<file path="src/rtl/freq_div_pkg.sv">
// Shared types and constants for the divider tick generator.
// Select encodings, FSM states and divisor lookup.
package freq_div_pkg;

  localparam logic [1:0] SEL_BASE = 2'b00;
  localparam logic [1:0] SEL_DIV2 = 2'b01;
  localparam logic [1:0] SEL_DIV4 = 2'b10;
  localparam logic [1:0] SEL_DIV8 = 2'b11;

  localparam int DIV_BASE = 1;
  localparam int DIV_2    = 2;
  localparam int DIV_4    = 4;
  localparam int DIV_8    = 8;

  typedef enum logic [1:0] {
    IDLE = 2'd0,
    SYNC = 2'd1,
    RUN  = 2'd2
  } state_e;

  function automatic int divisor(input logic [1:0] s);
    int d;
    d = DIV_BASE;
    unique case (s)
      SEL_BASE: d = DIV_BASE;
      SEL_DIV2: d = DIV_2;
      SEL_DIV4: d = DIV_4;
      SEL_DIV8: d = DIV_8;
      default:  d = DIV_BASE;
    endcase
    return d;
  endfunction

endpackage

</file>
<file path="src/rtl/div_rise_detect.sv">
// Rising-edge detector for a divider output sampled as data.
// prev follows din every cycle; rise is din high with prev low.
module div_rise_detect (
  input  logic clk,
  input  logic reset,
  input  logic din,
  output logic rise
);

  logic prev;

  // Keep last cycle's sample of the divider output
  always_ff @(posedge clk or posedge reset) begin
    if (reset) begin
      prev <= 1'b0;
    end else begin
      prev <= din;
    end
  end

  assign rise = din & ~prev;

endmodule

</file>
<file path="src/rtl/div_clk_tick_gen.sv">
// Selects a divider output, turns its rising edges into tick enables
// and strobes every period ticks. Watchdog: DIV_TICK_WATCHDOG_EN.
module div_clk_tick_gen
  import freq_div_pkg::*;
#(
  parameter int CNT_WIDTH    = 8,
  parameter int STALL_MARGIN = 2
) (
  input  logic                 clk,
  input  logic                 reset,
  input  logic                 enable,
  input  logic [1:0]           sel,
  input  logic [CNT_WIDTH-1:0] period,
  input  logic                 clk_div2,
  input  logic                 clk_div4,
  input  logic                 clk_div8,
  output logic                 tick,
  output logic                 strobe,
  output logic [CNT_WIDTH-1:0] tick_count,
  output logic                 busy,
  output logic                 err_stall
);

  localparam logic [CNT_WIDTH-1:0] ONE = CNT_WIDTH'(1);

  if (STALL_MARGIN < 1) begin : g_cfg_chk
    $error("STALL_MARGIN must be at least 1");
  end

  state_e               state;
  state_e               state_n;
  logic [1:0]           sel_l;
  logic [1:0]           sel_l_n;
  logic [CNT_WIDTH-1:0] period_l;
  logic [CNT_WIDTH-1:0] period_l_n;
  logic [CNT_WIDTH-1:0] cnt_n;
  logic                 tick_n;
  logic                 strobe_n;
  logic                 err_n;
  logic                 rise2;
  logic                 rise4;
  logic                 rise8;
  logic                 rise_sel;
  logic                 stall_hit;

  div_rise_detect u_rise2 (
    .clk   (clk),
    .reset (reset),
    .din   (clk_div2),
    .rise  (rise2)
  );

  div_rise_detect u_rise4 (
    .clk   (clk),
    .reset (reset),
    .din   (clk_div4),
    .rise  (rise4)
  );

  div_rise_detect u_rise8 (
    .clk   (clk),
    .reset (reset),
    .din   (clk_div8),
    .rise  (rise8)
  );

  // Pick the rise of the latched source; base rises every cycle
  always_comb begin
    rise_sel = 1'b1;
    unique case (sel_l)
      SEL_BASE: rise_sel = 1'b1;
      SEL_DIV2: rise_sel = rise2;
      SEL_DIV4: rise_sel = rise4;
      SEL_DIV8: rise_sel = rise8;
      default:  rise_sel = 1'b1;
    endcase
  end

`ifdef DIV_TICK_WATCHDOG_EN
  localparam int SW = $clog2(STALL_MARGIN * DIV_8 + 1);

  logic [SW-1:0] stall_cnt;
  logic [SW-1:0] stall_n;
  logic [SW-1:0] stall_lim;

  assign stall_lim = SW'(STALL_MARGIN * divisor(sel_l));

  // Count cycles since the last rise; fire at the limit
  always_comb begin
    stall_n   = stall_cnt;
    stall_hit = 1'b0;
    if (state == IDLE || !enable || rise_sel) begin
      stall_n = '0;
    end else if (sel_l != SEL_BASE) begin
      if (stall_cnt + SW'(1) == stall_lim) begin
        stall_hit = 1'b1;
        stall_n   = '0;
      end else begin
        stall_n = stall_cnt + SW'(1);
      end
    end
  end

  // Stall counter register
  always_ff @(posedge clk or posedge reset) begin
    if (reset) begin
      stall_cnt <= '0;
    end else begin
      stall_cnt <= stall_n;
    end
  end
`else
  assign stall_hit = 1'b0;
`endif

  // Next state and next outputs; disable beats a same-cycle rise
  always_comb begin
    state_n    = state;
    sel_l_n    = sel_l;
    period_l_n = period_l;
    cnt_n      = tick_count;
    tick_n     = 1'b0;
    strobe_n   = 1'b0;
    err_n      = err_stall;
    unique case (state)
      IDLE: begin
        cnt_n = '0;
        if (enable) begin
          sel_l_n    = sel;
          period_l_n = (period == '0) ? ONE : period;
          state_n    = SYNC;
        end
      end
      SYNC, RUN: begin
        if (!enable) begin
          state_n = IDLE;
          cnt_n   = '0;
          err_n   = 1'b0;
        end else if (rise_sel) begin
          state_n = RUN;
          tick_n  = 1'b1;
          if (tick_count == period_l - ONE) begin
            cnt_n    = '0;
            strobe_n = 1'b1;
          end else begin
            cnt_n = tick_count + ONE;
          end
        end else if (stall_hit) begin
          state_n = SYNC;
          cnt_n   = '0;
          err_n   = 1'b1;
        end
      end
      default: begin
        state_n = IDLE;
        cnt_n   = '0;
      end
    endcase
  end

  // FSM state register
  always_ff @(posedge clk or posedge reset) begin
    if (reset) begin
      state <= IDLE;
    end else begin
      state <= state_n;
    end
  end

  // Registered outputs and latched configuration
  always_ff @(posedge clk or posedge reset) begin
    if (reset) begin
      sel_l      <= SEL_BASE;
      period_l   <= '0;
      tick_count <= '0;
      tick       <= 1'b0;
      strobe     <= 1'b0;
    end else begin
      sel_l      <= sel_l_n;
      period_l   <= period_l_n;
      tick_count <= cnt_n;
      tick       <= tick_n;
      strobe     <= strobe_n;
    end
  end

`ifdef DIV_TICK_WATCHDOG_EN
  // Sticky stall flag, cleared only by leaving SYNC/RUN
  always_ff @(posedge clk or posedge reset) begin
    if (reset) begin
      err_stall <= 1'b0;
    end else begin
      err_stall <= err_n;
    end
  end
`else
  assign err_stall = 1'b0;
  logic unused_err;
  assign unused_err = err_n;
`endif

  assign busy = (state != IDLE);

endmodule

</file>
<file path="config.mk">
export PLATFORM = sky130hd
export DESIGN_NAME = div_clk_tick_gen
export DESIGN_NICKNAME = d
export VERILOG_FILES = /design/src/rtl/freq_div_pkg.sv /design/src/rtl/div_rise_detect.sv /design/src/rtl/div_clk_tick_gen.sv
export SDC_FILE = /design/constraint.sdc
export NUM_CORES = 1
export LEC_CHECK = 0
export ABC_AREA = 1
export CAP_MARGIN = 20
export CELL_PAD_IN_SITES_DETAIL_PLACEMENT = 0
export CELL_PAD_IN_SITES_GLOBAL_PLACEMENT = 1
export CORE_ASPECT_RATIO = 0.7
export CORE_UTILIZATION = 37
export DETAILED_ROUTE_END_ITERATION = 16
export HOLD_SLACK_MARGIN = 0.06
export MAX_ROUTING_LAYER = met4
export PLACE_DENSITY = 0.77
export RECOVER_POWER = 50
export SLEW_MARGIN = 5
export SYNTH_ARGS = -nofsm -noshare
export SYNTH_HDL_FRONTEND = slang
export SYNTH_SLANG_ARGS = --single-unit
</file>
<file path="constraint.sdc">
create_clock -name clk -period 1.8 [get_ports clk]
set_input_delay 0.45 -clock clk [delete_from_list [all_inputs] [get_ports clk]]
set_output_delay 0.45 -clock clk [all_outputs]
set_load 0.05 [all_outputs]
</file>
==> qor.yml <==
outcome:
  status: "finished clean"
route:
  dr_total_vias: 1368
  routed_wirelength_um: 3380
  drtAntennaViolNets: 0
  drt_iter0_markers: 62
  first_pass_iters: 4
  avgRoutedWirePerCell_um: 11.1
  viasPerCell: 4.49
  remaining_drc_errors: 0
yosys:
  yosys_warnings: 0
  synth_area_um2: 1570
  ys_top_cells_by_area: "dfrtp_1, nand2_1, inv_1, nand3_1, nor2_1"
  ys_seq_area_frac: 0.398
  synth_top_area_cell: "dfrtp_1"
  syn_nets: 243
  ys_ff_latch: 25
  synth_top_area_frac: 0.398
  syn_inst: 222
  syn_avg_cell_area_um2: 7.08
  synth_cell_types: 29
timing:
  hold_violations: 0
  max_freq_mhz: 597
  rsz0062_at_grt: "false"
  finalMaxSlewViolations: 0
  finalCriticalPeriod_ns: 1.67
  relSlewSlack: 0.574
  setup_viol: 0
  skew_ns: 0.0125
  finalWorstSetupSlack_ns: 0.126
  tightest_slew_ns: 0.639
  period_share: 0.930
cts:
  cts_buffers: 3
  cts_max_level: 1
  clkLatencyLatePin_ns: 0.28
  cts-root-buf: "clkbuf_8"
  cts_buffer_depth: 2
  cts_resized: 0
  cts_tree: "built"
  cts-hold-fix-buffers: 0
  cts_sinks: 25
  clkTransAtPathRegs_ns: 0.10
power_and_ir_drop:
  p_sw_mw: 1.24
  vdd.ir_drop.worst_mv: 1.10
  p_clk_frac: 0.128
  p_comb_frac: 0.534
  seq_power_share: 0.338
  powerDensity_nw_per_um2: 1320
  total_power_mw: 2.69
  p_int_mw: 1.45
  swShare: 0.462
  p_leak_nw: 1.02
finish:
  nets: 275
  layout-drive-gt1-share: 0.146
  synthToLayoutAreaGrowth_pct: 29.9
  stdcell_count: 305
  final_cell_mix: "nand2_1, inv_1, dfrtp_1, nor2_1, nand3_1"
  final_common_cell: "nand2_1"
  multiInputGateArea_um2: 812
  diodes: 0
  fill_cells: 423
  final_cell_area_um2: 2040
  regArea_um2: 626
floorplanning:
  die_w_um: 79.9
  core.rowCount: 19
  ios: 28
  core_um2: 3990
  die_area_um2: 4520
  chipHeight_um: 56.5
  start_util: 0.393
placed_design:
  preCtsSetupSlack_ns: -0.00364
  place_area_um2: 1990
  place_inst: 300
  hpwlAfterDp_um: 2570
  portBuffers: 26
  gp_congestion: 0.750
critical_path:
  max_stage_delay_ns: 0.39
  r2r_cells: 9
  path_cells: "inv_1 > ha_1 > inv_1 > buf_12"
  rrSetupSlack_ns: 0.18
  critPathLaunchType: "flop"
  rr_endpoint: "tick_count[5]"
  cp_slowest_cell: "dfrtp_1"
  rr_startpoint: "period_l[0]"
  crit_fanout: 3
  cp.required_ns: 1.35
  critical_path_arrival_ns: 1.22
  cp-end-kind: "primary output"
  setup.worst_path.end: "busy"
  crit_type: "flop to primary output"
  crit_start: "state[0]"
  cp_common_cell: "inv_1"
grt:
  globalRouteTotalUtil: 0.175
  grt_pass1_wl_um: 5890
  grt_overflow: 0
  grt_pass1_vias: 1250
  antenna_found_initial: 0
  grt_max_degree: 26
job:
  drv_cap: 0
hold_path:
  min_path_type: "flop to flop"
  hold_path_startpoint: "state[1]"
==> state kept, by name, indices dropped and copies added (netlist names) <==
name and flops:
tick 1, state 2, strobe 1, u_rise4.prev 1, sel_l 2, period_l 8, u_rise8.prev 1, tick_count 8
u_rise2.prev 1
==> cells in the mapped netlist (all sizes together) <==
master and count:
nand3b 1, or2 2, nand2 87, conb 1, a22oi 1, nand4 1, dfrtp 25, nor2 26
buf 4, clkbuf 1, nor4 1, a21oi 2, xor2 4, ha 5, o21ai 7, xnor2 4
nor3b 1, nor3 3, inv 28, nand3 18
==> critical path, delay by kind of cell (launching register included) <==
kind	cells	cell delay, ns
buffers and inverters	3	0.34
flip-flops	1	0.39
adder cells (fa/ha/maj)	1	0.20
==> repair_timing <==
| action | CTS | global route |
|---|---|---|
| endpoints found under the hold margin | 0 | 0 |
| setup endpoints to repair | 0 | 8 |
| buffers inserted | 0 | 1 |
==> worst min-delay path by stage <==
stage	end	slack, ns	cells past startpoint
2_1_floorplan	state[1]	0.47	2
4_1_cts	state[1]	0.52	2
3_3_place_gp	state[1]	0.50	2
3_5_place_dp	state[1]	0.50	2
6_report	state[1]	0.53	2
5_1_grt	state[1]	0.58	2
==> per-stage QoR <==
step | util | TNS (ns) | hold slack (ns)
3_5_place_dp | 0.499 | -0.00364 | 0.500
4_1_cts | 0.511 | 0 | 0.524
5_1_grt | 0.511 | 0 | 0.578
2_1_floorplan | - | 0 | 0.467
6_report | 0.511 | 0 | 0.534
3_3_place_gp | 0.499 | 0 | 0.499
==> final cells by class <==
| class | count | share of cell area |
|---|---|---|
| multi-input combinational | 164 | 0.398 |
| sequential | 25 | 0.307 |
| timing repair buffer | 32 | 0.188 |
| inverter | 28 | 0.0527 |
| tap | 52 | 0.0319 |
| clock buffer | 3 | 0.0202 |
| clock inverter | 1 | 0.00245 |
==> cell families after synthesis <==
family	after synthesis	synth area share
flops	25	0.398
other cells	1	0.00239
compound gates	10	0.0358
fa+ha+maj	5	0.0398
simple gates	140	0.394
buf+inv	33	0.0852
xor+xnor	8	0.0446
==> layer usage <==
| metal | vias up | global-route usage | share of wire |
|---|---|---|---|
| li1 | 739 | - | - |
| met2 | 27 | 0.228 | 0.40 |
| met1 | 600 | 0.272 | 0.55 |
| met3 | 2 | 0.0341 | 0.041 |
| met4 | 0 | 0.0459 | 0.0080 |
| met5 | - | - | 0 |
==> power by group through the flow <==
stage / Clock [mW] / Sequential (mW) / Combinational (mW)
after detailed placement: 0 / 0.924 / 1.43
after CTS: 0.352 / 0.914 / 1.44
final: 0.344 / 0.908 / 1.44
after floorplan: 0 / 0.939 / 0.964
after global placement: 0 / 0.923 / 1.42
after global routing: 0.380 / 0.933 / 1.65
(Power assumes the default switching activity.)
